===== src/rtl/tictac_pkg.sv =====
// rtl/tictac_pkg.sv - shared cell codes, line table, static order and FSM states for the move generator
package tictac_pkg;

  localparam logic [1:0] CELL_EMPTY    = 2'b00;
  localparam logic [1:0] CELL_PLAYER   = 2'b01;
  localparam logic [1:0] CELL_COMPUTER = 2'b10;

  localparam logic [3:0] LINE_TABLE [8][3] = '{
    '{4'd0, 4'd1, 4'd2}, '{4'd3, 4'd4, 4'd5}, '{4'd6, 4'd7, 4'd8},
    '{4'd0, 4'd3, 4'd6}, '{4'd1, 4'd4, 4'd7}, '{4'd2, 4'd5, 4'd8},
    '{4'd0, 4'd4, 4'd8}, '{4'd2, 4'd4, 4'd6}
  };

  localparam logic [3:0] STATIC_ORDER [9] = '{
    4'd4, 4'd0, 4'd2, 4'd6, 4'd8, 4'd1, 4'd3, 4'd5, 4'd7
  };

  typedef enum logic [2:0] {
    ST_IDLE,
    ST_LOAD,
    ST_SCAN_WIN,
    ST_SCAN_BLOCK,
    ST_STATIC,
    ST_ISSUE
  } state_t;

  function automatic logic [1:0] cell_at(input logic [17:0] b, input logic [3:0] n);
    return b[{n, 1'b0} +: 2];
  endfunction

endpackage


===== src/rtl/computer_move_generator_if.sv =====
// rtl/computer_move_generator_if.sv - trigger/board inputs and move outputs of the move generator
interface computer_move_generator_if;
  logic        start;
  logic [17:0] board;
  logic [3:0]  computer_position;
  logic        pc;
  logic        busy;
  logic        no_move;

  modport master (output start, board, input computer_position, pc, busy, no_move);
  modport slave  (input start, board, output computer_position, pc, busy, no_move);
endinterface


===== src/rtl/line_evaluator.sv =====
// rtl/line_evaluator.sv - flags a line holding two marks and one empty cell, reports the empty cell offset
module line_evaluator
  import tictac_pkg::*;
(
  input  logic [1:0] cell_a,
  input  logic [1:0] cell_b,
  input  logic [1:0] cell_c,
  input  logic [1:0] mark,
  output logic       hit,
  output logic [1:0] offset
);

  always_comb begin
    hit    = 1'b0;
    offset = 2'd0;
    if (cell_a == mark && cell_b == mark && cell_c == CELL_EMPTY) begin
      hit    = 1'b1;
      offset = 2'd2;
    end else if (cell_a == mark && cell_c == mark && cell_b == CELL_EMPTY) begin
      hit    = 1'b1;
      offset = 2'd1;
    end else if (cell_b == mark && cell_c == mark && cell_a == CELL_EMPTY) begin
      hit    = 1'b1;
      offset = 2'd0;
    end
  end

endmodule


===== src/rtl/computer_move_generator.sv =====
// rtl/computer_move_generator.sv - tic-tac-toe opponent: snapshot board, scan win/block lines, fall back to static order
module computer_move_generator
  import tictac_pkg::*;
#(
  parameter int PC_HOLD      = 1,
  parameter bit SKIP_TACTICS = 1'b0
) (
  input logic                        clock,
  input logic                        reset,
  computer_move_generator_if.slave   bus
);

  state_t      state_q, state_d;
  logic [17:0] snap_q, snap_d;
  logic [2:0]  idx_q, idx_d;
  logic [3:0]  hold_q, hold_d;
  logic [3:0]  pos_q, pos_d;
  logic        pc_q, pc_d;
  logic        busy_q, busy_d;
  logic        no_move_q, no_move_d;

  logic        hit;
  logic [1:0]  offset;
  logic [1:0]  mark;
  logic [3:0]  target;
  logic        static_found;
  logic [3:0]  static_pos;

  assign mark = (state_q == ST_SCAN_BLOCK) ? CELL_PLAYER : CELL_COMPUTER;

  line_evaluator u_line_evaluator (
    .cell_a (cell_at(snap_q, LINE_TABLE[idx_q][0])),
    .cell_b (cell_at(snap_q, LINE_TABLE[idx_q][1])),
    .cell_c (cell_at(snap_q, LINE_TABLE[idx_q][2])),
    .mark   (mark),
    .hit    (hit),
    .offset (offset)
  );

  always_comb begin
    case (offset)
      2'd0:    target = LINE_TABLE[idx_q][0];
      2'd1:    target = LINE_TABLE[idx_q][1];
      default: target = LINE_TABLE[idx_q][2];
    endcase
  end

  // Walk the preference order backwards so the earliest empty cell is the one left standing.
  always_comb begin
    static_found = 1'b0;
    static_pos   = 4'd0;
    for (int i = 8; i >= 0; i--) begin
      if (cell_at(snap_q, STATIC_ORDER[i]) == CELL_EMPTY) begin
        static_found = 1'b1;
        static_pos   = STATIC_ORDER[i];
      end
    end
  end

  always_comb begin
    state_d   = state_q;
    snap_d    = snap_q;
    idx_d     = idx_q;
    hold_d    = hold_q;
    pos_d     = pos_q;
    pc_d      = 1'b0;
    no_move_d = 1'b0;
    case (state_q)
      ST_IDLE: begin
        if (bus.start) state_d = ST_LOAD;
      end
      ST_LOAD: begin
        snap_d  = bus.board;
        idx_d   = 3'd0;
        state_d = SKIP_TACTICS ? ST_STATIC : ST_SCAN_WIN;
      end
      ST_SCAN_WIN, ST_SCAN_BLOCK: begin
        if (hit) begin
          pos_d   = target;
          pc_d    = 1'b1;
          hold_d  = 4'd1;
          state_d = ST_ISSUE;
        end else if (idx_q == 3'd7) begin
          idx_d   = 3'd0;
          state_d = (state_q == ST_SCAN_WIN) ? ST_SCAN_BLOCK : ST_STATIC;
        end else begin
          idx_d = idx_q + 3'd1;
        end
      end
      ST_STATIC: begin
        if (static_found) begin
          pos_d   = static_pos;
          pc_d    = 1'b1;
          hold_d  = 4'd1;
          state_d = ST_ISSUE;
        end else begin
          no_move_d = 1'b1;
          state_d   = ST_IDLE;
        end
      end
      ST_ISSUE: begin
        if (hold_q == 4'(PC_HOLD)) begin
          state_d = ST_IDLE;
        end else begin
          pc_d   = 1'b1;
          hold_d = hold_q + 4'd1;
        end
      end
      default: state_d = ST_IDLE;
    endcase
    busy_d = (state_d != ST_IDLE);
  end

  always_ff @(posedge clock or posedge reset) begin
    if (reset) begin
      state_q   <= ST_IDLE;
      snap_q    <= '0;
      idx_q     <= '0;
      hold_q    <= '0;
      pos_q     <= '0;
      pc_q      <= 1'b0;
      busy_q    <= 1'b0;
      no_move_q <= 1'b0;
    end else begin
      state_q   <= state_d;
      snap_q    <= snap_d;
      idx_q     <= idx_d;
      hold_q    <= hold_d;
      pos_q     <= pos_d;
      pc_q      <= pc_d;
      busy_q    <= busy_d;
      no_move_q <= no_move_d;
    end
  end

  assign bus.computer_position = pos_q;
  assign bus.pc                = pc_q;
  assign bus.busy              = busy_q;
  assign bus.no_move           = no_move_q;

endmodule


===== src/flat_wrapper.sv =====
// flat-port wrapper written by rule: the top's interface ports become plain ports
module computer_move_generator_flat import tictac_pkg::*;
#(
  parameter int PC_HOLD      = 1,
  parameter bit SKIP_TACTICS = 1'b0
)
  (clock, reset, bus_start, bus_board, bus_computer_position, bus_pc, bus_busy, bus_no_move);
  computer_move_generator_if bus_i ();
  input logic clock;
  input logic reset;
  input wire logic [$bits(bus_i.start)-1:0] bus_start;
  input wire logic [$bits(bus_i.board)-1:0] bus_board;
  output wire logic [$bits(bus_i.computer_position)-1:0] bus_computer_position;
  output wire logic [$bits(bus_i.pc)-1:0] bus_pc;
  output wire logic [$bits(bus_i.busy)-1:0] bus_busy;
  output wire logic [$bits(bus_i.no_move)-1:0] bus_no_move;
  assign bus_i.start = bus_start;
  assign bus_i.board = bus_board;
  assign bus_computer_position = bus_i.computer_position;
  assign bus_pc = bus_i.pc;
  assign bus_busy = bus_i.busy;
  assign bus_no_move = bus_i.no_move;
  computer_move_generator #(.PC_HOLD(PC_HOLD), .SKIP_TACTICS(SKIP_TACTICS)) u_core (.clock(clock), .reset(reset), .bus(bus_i));
endmodule

===== config.mk =====
export PLATFORM = sky130hd
export DESIGN_NAME = computer_move_generator_flat
export DESIGN_NICKNAME = d
export VERILOG_FILES = /design/src/rtl/tictac_pkg.sv /design/src/rtl/computer_move_generator_if.sv /design/src/rtl/line_evaluator.sv /design/src/rtl/computer_move_generator.sv /design/src/flat_wrapper.sv
export SDC_FILE = /design/constraint.sdc
export NUM_CORES = 1
export LEC_CHECK = 0
export BUFFER_PORTS_ARGS = -buffer_cell sky130_fd_sc_hd__buf_4
export CAP_MARGIN = 20
export CORE_ASPECT_RATIO = 0.7
export CORE_MARGIN = 1.5
export CORE_UTILIZATION = 40
export DETAILED_ROUTE_END_ITERATION = 10
export SYNTH_ARGS = -nofsm -noshare
export SYNTH_HDL_FRONTEND = slang
export SYNTH_SLANG_ARGS = --single-unit

===== constraint.sdc =====
create_clock -name clock -period 3 [get_ports clock]
set_input_delay 0.6 -clock clock [delete_from_list [all_inputs] [get_ports clock]]
set_output_delay 0.6 -clock clock [all_outputs]
set_load 0.05 [all_outputs]

* Word level (Yosys, flattened, before mapping)
Memory sizes are Yosys's and may differ from the RTL's. Cells that the tools add are included.
Word-level totals: memories kept 1, logic and storage cells 109, input bits 21, register bits 35, output and inout port bits 7, memory bits (read-only) 96
Cells by class: bitwise logic cells 1, equal/unequal tests 15, reduce and logical (&&, ||, !) cells 28, mux-type cells 50, order comparisons 1, shifts and indexed selects 3, add/sub/neg operators 2
Memory list:
- (no name shown) | depth 8, width 12, read ports 1, clocked after memory_dff 0, wr ports 0, line computer_move_generator.sv:32 | .cell_a (cell_at(snap_q, LINE_TABLE[idx_q][0])),
Operator list (count):
- 18-bit by 6-bit variable part select with 2-bit output | 3
- 4-bit two-way mux | 10
- 3-bit two-way mux | 12
- 2-bit zero test | 13
- 12-bit two-way mux | 2
- 1-bit two-way mux | 18
- 4-bit one-hot mux with 2 select lines | 2
- 3-bit one-hot mux with 5 select lines | 1
- 4-bit one-hot mux with 3 select lines | 1
- 3-bit == test (second input constant) | 3
- 2-bit == test | 3
- 3-bit by 2-bit == test with 1-bit output (second input constant) | 2
- 1-bit logical AND | 6
- 3-bit one-hot mux with 2 select lines | 1
- 3-bit nonzero test | 2
- 4-bit by 1-bit adder with 4-bit output (second input constant) | 1
- 4-bit by 1-bit == test with 1-bit output (second input constant) | 1
- 4-bit greater-or-equal comparator (second input constant) | 1
- 2-bit two-way mux | 2
- 2-bit by 1-bit inequality test with 1-bit output (second input constant) | 2
- 2-bit inequality test (second input constant) | 2
- 3-bit NOT with 4-bit output | 1
- 4-bit AND reduction | 1
- 2-bit nonzero test | 2
- other kinds (8) | 8

* Longest topological paths before layout
depth in word-level cells 14, gate-level depth with buffers 12

* By module
A second synthesis with hierarchy kept.
Second synthesis, totals: cells, all modules 252, area, all modules 2620.0 um2
By module, submodules not included:
- computer_move_generator | sequential area each 875.8 um2, area each 2436.1 um2, cells an instance 227, instances 1
- line_evaluator | sequential area each 0.0 um2, area each 183.9 um2, cells an instance 25, instances 1

* Least setup slack after synthesis
No wires, ideal clock.
path type register to register, start reg u_core.idx_q[1], end reg u_core.pos_q[2] (netlist: u_core.bus.computer_position[2]), stages on the path, launching flop included 13, setup time 0.125 ns, required time 2.875 ns, period minus slack after synthesis 3.109 ns, setup slack -0.109 ns, path buffers 1, arrival time 2.984 ns, path through dfrtp_1 > inv_1 > ha_1 > buf_2 > mux2i_4 > mux2i_1 > o22ai_1 > a211oi_4 > nand4_1 > mux2_2 > a211o_1 > nand2_4 > mux2_4
Between the ends: longest elaborated chain between the ends 14, elaborated cells on any way between the ends 31, those cells by class eq/ne: 5; shift: 3; mux: 10; bitwise: 1; reduce/logical: 11; memory: 1
Ends and longest elaborated chain:
- start, declared | line computer_move_generator.sv:15 | logic [2:0] idx_q, idx_d;
- start signal, assigned | line computer_move_generator.sv:127 | idx_q <= idx_d;
- 3-bit NOT with 4-bit output (not written as such) (*)
- memory read 8 x 12 bit (*)
- 12-bit two-way mux (not written as such) (*) (2 in a row) | line computer_move_generator.sv:34 | .cell_c (cell_at(snap_q, LINE_TABLE[idx_q][2])),
- 18-bit by 6-bit variable part select with 2-bit output | line tictac_pkg.sv:28 | return b[{n, 1'b0} +: 2];
- 2-bit == test (on tied branches) | line line_evaluator.sv:16, line_evaluator.sv:19, line_evaluator.sv:22
- 1-bit logical AND (2 in a row) | line line_evaluator.sv:19 | end else if (cell_a == mark && cell_c == mark && cell_b == CELL_EMPTY) begin
- 1-bit two-way mux | line line_evaluator.sv:19
- 2-bit two-way mux | line line_evaluator.sv:16 | if (cell_a == mark && cell_b == mark && cell_c == CELL_EMPTY) begin
- 2-bit by 1-bit == test with 1-bit output / 2-bit zero test (equally long branches) | line computer_move_generator.sv:41 | case (offset)
- 4-bit one-hot mux with 2 select lines | line computer_move_generator.sv:41
- 4-bit two-way mux | line computer_move_generator.sv:78 | if (hit) begin
- 4-bit one-hot mux with 2 select lines | line computer_move_generator.sv:68 | case (state_q)
- end signal, assigned | line computer_move_generator.sv:129 | pos_q <= pos_d;
- end, declared | line computer_move_generator.sv:17 | logic [3:0] pos_q, pos_d;
Every way passes the cells marked *; elsewhere a longest branch is shown, timed or not. The select of a mux whose other input is x is not followed. A chain may end at the register's enable or synchronous reset.

* Worst setup path after layout
Same ends and word-level chain as after synthesis.

==> flow_metrics.env <==
export IMPL_max_slew_worst_pin_slew_ns=0.646
export IMPL_final_hold_worst_slack_ns=0.388
export IMPL_result_of_the_run="finished, violations left"
export IMPL_final_instance_count_excl_fill=428
export IMPL_yosys_warning_count=0
export IMPL_netlist_area_leader_share_pct=33.7
export IMPL_reg2reg_setup_slack_ns=-0.12
export IMPL_place_hpwl_um=5650
export IMPL_synth_top_cells_by_area="sky130_fd_sc_hd__dfrtp_1 34%, sky130_fd_sc_hd__mux2_2 11%, sky130_fd_sc_hd__mux2i_1 7.3%"
export IMPL_critical_path_top_cell_by_count="sky130_fd_sc_hd__mux2i_4"
export IMPL_portBuffers=27
export IMPL_die_h_um=70.4
export IMPL_globalRouteOverflowTotal=0
export IMPL_max_slew_margin_rel_pct=56.9
export IMPL_finalMaxSlewViolations=0
export IMPL_number_of_synthesized_register_bits=35
export IMPL_seq_area_frac_synth_pct=33.7
export IMPL_tritoncts_num_sinks=35
export IMPL_final_hold_viol_count=0
export IMPL_route_detailed_wl_per_inst_um=18.8
export IMPL_setup_ws_final_ns=-0.120
export IMPL_synthCells=264
export IMPL_synth_distinct_cells=59
export IMPL_finalClockSkew_ns=0.00424
export IMPL_min_period_over_period_pct=104
export IMPL_postPlaceCellArea_um2=3220
export IMPL_hold_path_class="in -> async"
export IMPL_worst_setup_sp_type="flip-flop"
export IMPL_finalSetupViolations=13
export IMPL_synth_flop_cell="sky130_fd_sc_hd__dfrtp_1"
export IMPL_placementRows=24
export IMPL_kind_of_end_point_of_the_critical_path="flip-flop"
export IMPL_wirelength_um=8040
export IMPL_top_level_ports=28
export IMPL_area_delta_synth_final_pct=43.1
export IMPL_grt_max_degree=22
export IMPL_vias_per_cell=5.78
export IMPL_cap_violations=0
export IMPL_tritoncts_clock_tree="built"
export IMPL_utilization_pct=59.5
export IMPL_violations="setup timing"
export IMPL_timing_reg2reg_worst_path_depth=14
export IMPL_crit_arrival_ns=3.31
export IMPL_grt_first_pass_wirelength_um=12800
export IMPL_path_class="reg -> reg"
export IMPL_routed_via_count=2473
export IMPL_finish_net_count=379
export IMPL_fp_coreArea_um2=6250
export IMPL_synth_edf_count=0
export IMPL_ys_async_sr_fraction_pct=100
export IMPL_post_synth_net_total=294
export IMPL_critPathMaxStageDelay_ns=0.38
export IMPL_timing_critical_path_buf_inv=4
export IMPL_antennaDiodeCount=0
export IMPL_r2r_end="u_core.bus.computer_position[2]"
export IMPL_post_route_cells_drive_above_1_share_pct=49.4
export IMPL_synthesis_area_um2=2600
export IMPL_setup_repair_after_global_routing_missed_its_margin="yes"
export IMPL_count_of_unresolved_drc_violations_after_routing=0
export IMPL_dr_first_iter_drc_count=161
export IMPL_r2r_start="u_core.idx_q[1]"
export IMPL_overall_die_width_um=99.3
export IMPL_drt_antenna_net_count=0
export IMPL_number_of_levels_the_h_tree_was_split_into=2
export IMPL_clock_latency_ns=0.30
export IMPL_worstPathCellList="inv_2 > buf_6 > ha_4 > mux2i_4 > buf_12 > mux2i_4 > nand2_2 > a32oi_4 > buf_4 > xor2_2 > nand3_1 > a211o_1 > nand2_4 > mux2_4"
export IMPL_drt_pass1_iter_count=5
export IMPL_critPathRequiredTime_ns=3.19
export IMPL_grt_overall_usage_pct=23.9
export IMPL_ctsRootBufferMaster="sky130_fd_sc_hd__clkbuf_8"
export IMPL_worst_path_max_fanout=6
export IMPL_path_clk_slew_ns=0.08
export IMPL_cts_buffer_depth=2
export IMPL_cpMaxStageDelayCell="sky130_fd_sc_hd__a211o_1"
export IMPL_placed_cells=406
export IMPL_cts_buffers_inserted=5
export IMPL_synth_largest_area_cell="sky130_fd_sc_hd__dfrtp_1"
export IMPL_fmax_mhz=321
export IMPL_die_area_um2=6990
export IMPL_cts_hold_repair_buffers=0
export IMPL_grt_antenna_before_repair=0
export IMPL_globalplace_congestion=0.925
export IMPL_number_of_global_route_vias_before_repair=2416
export IMPL_crit_family="multiplexers"
export IMPL_syn_avg_cell_area_um2=9.83
export IMPL_final_design_area_no_fill_um2=3720
export IMPL_starting_utilization_of_the_core_area_pct=41.6
export IMPL_timing_final_crit_period_ns=3.12
[synthesized netlist by cell type, drive strengths merged, types with 3 or more instances]
master	instances
dfrtp	35
nor2	21
or3	3
o22ai	9
buf	6
inv	12
ha	9
mux2i	20
o21ai	9
and2	4
mux2	28
a32oi	4
nor4b	3
a21oi	11
a21o	3
nand2b	7
nor3	7
nand2	17
a2bb2oi	3
nand3	7
a22oi	3
o21a	3
nor2b	4
clkbuf	4
[placed cells by master, fill, tap and decap left out, types with 2 or more instances in the layout]
cell type,n
sky130_fd_sc_hd__a21o_4,2
sky130_fd_sc_hd__a21oi_1,9
sky130_fd_sc_hd__a22oi_1,2
sky130_fd_sc_hd__a2bb2oi_2,2
sky130_fd_sc_hd__a32oi_1,2
sky130_fd_sc_hd__and2_1,3
sky130_fd_sc_hd__and3_1,2
sky130_fd_sc_hd__buf_4,79
sky130_fd_sc_hd__buf_6,8
sky130_fd_sc_hd__clkbuf_1,2
sky130_fd_sc_hd__clkbuf_8,5
sky130_fd_sc_hd__dfrtp_1,34
sky130_fd_sc_hd__ha_1,4
sky130_fd_sc_hd__ha_2,2
sky130_fd_sc_hd__ha_4,3
sky130_fd_sc_hd__inv_1,10
sky130_fd_sc_hd__inv_2,2
sky130_fd_sc_hd__mux2_2,22
sky130_fd_sc_hd__mux2_4,6
sky130_fd_sc_hd__mux2i_1,14
sky130_fd_sc_hd__mux2i_2,2
sky130_fd_sc_hd__mux2i_4,4
sky130_fd_sc_hd__nand2_1,15
sky130_fd_sc_hd__nand2b_1,6
sky130_fd_sc_hd__nand3_1,5
sky130_fd_sc_hd__nor2_1,19
sky130_fd_sc_hd__nor2_2,2
sky130_fd_sc_hd__nor2b_1,4
sky130_fd_sc_hd__nor3_1,5
sky130_fd_sc_hd__nor3_2,2
sky130_fd_sc_hd__nor4b_2,2
sky130_fd_sc_hd__o21a_1,3
sky130_fd_sc_hd__o21ai_0,5
sky130_fd_sc_hd__o21ai_1,3
sky130_fd_sc_hd__o221ai_1,2
sky130_fd_sc_hd__o22ai_1,5
sky130_fd_sc_hd__o22ai_2,3
sky130_fd_sc_hd__or2_2,2
sky130_fd_sc_hd__or3_1,3
[sequential cells by signal, indices dropped and copies added, names as in the netlist]
signal and cells:
u_core.bus.busy 1, u_core.hold_q 4, u_core.bus.no_move 1, u_core.state_q 3, u_core.snap_q 18, u_core.idx_q 3, u_core.bus.computer_position 4, u_core.bus.pc 1
[kinds of logic (layout without fill, tap and decap cells)]
| group | count (synthesis) | in the layout | synth area share (%) |
|---|---|---|---|
| fa+ha+maj | 9 | 9 | 4.34 |
| xor+xnor | 2 | 2 | 0.675 |
| buf+inv | 22 | 108 | 3.71 |
| flops | 35 | 35 | 33.7 |
| simple gates | 85 | 85 | 17.5 |
| compound gates | 63 | 63 | 19.3 |
| mux | 48 | 48 | 20.8 |
[how the worst max path moves through the flow]
stage | from | to | slack (ns) | cells after the start
after global placement | u_core.idx_q[0] | u_core.idx_q[1] | -0.09 | 10
after CTS | u_core.idx_q[1] | u_core.bus.computer_position[2] | -0.005 | 14
final | u_core.idx_q[1] | u_core.bus.computer_position[2] | -0.12 | 14
after detailed placement | u_core.idx_q[1] | u_core.idx_q[2] | -0.14 | 12
after global routing | u_core.idx_q[1] | u_core.bus.computer_position[2] | -0.21 | 14
after floorplan | u_core.idx_q[1] | u_core.bus.computer_position[2] | 0.0006 | 12
[metrics by stage]
stage	TNS (ns)	worst slack [ns]
2_1_floorplan	0	0.000639
3_3_place_gp	-0.509	-0.0877
3_5_place_dp	-1.10	-0.142
4_1_cts	-0.00820	-0.00484
5_1_grt	-2.44	-0.214
6_report	-0.789	-0.120
[area by class of cell]
class	count	area, um2
multi-input cells	207	1910
well taps	78	97.6
fillers	527	2530
repair buffers	88	703
clock buffers	7	76.3
flip-flops and latches	35	877
inverters	12	45.0
clock inverters	1	5.00
[per-layer routing]
| layer | wire, um | vias to the layer above | track usage (%) |
|---|---|---|---|
| met1 | 3830 | 1203 | 34.9 |
| li1 | - | 1154 | - |
| met4 | 128 | 0 | 6.10 |
| met3 | 548 | 12 | 5.21 |
| met5 | 0 | - | 0 |
| met2 | 3530 | 104 | 35.6 |
[timing repair]
action	in CTS	in global routing
hold endpoints to repair	0	0
buffers inserted	11	3
pin swaps	13	11
endpoints found under the setup margin	16	16
resized for setup	26	34
Power is left out: the tool's default activity adds up to more than one toggle a clock period on the data nets, which glitch-free logic cannot reach.
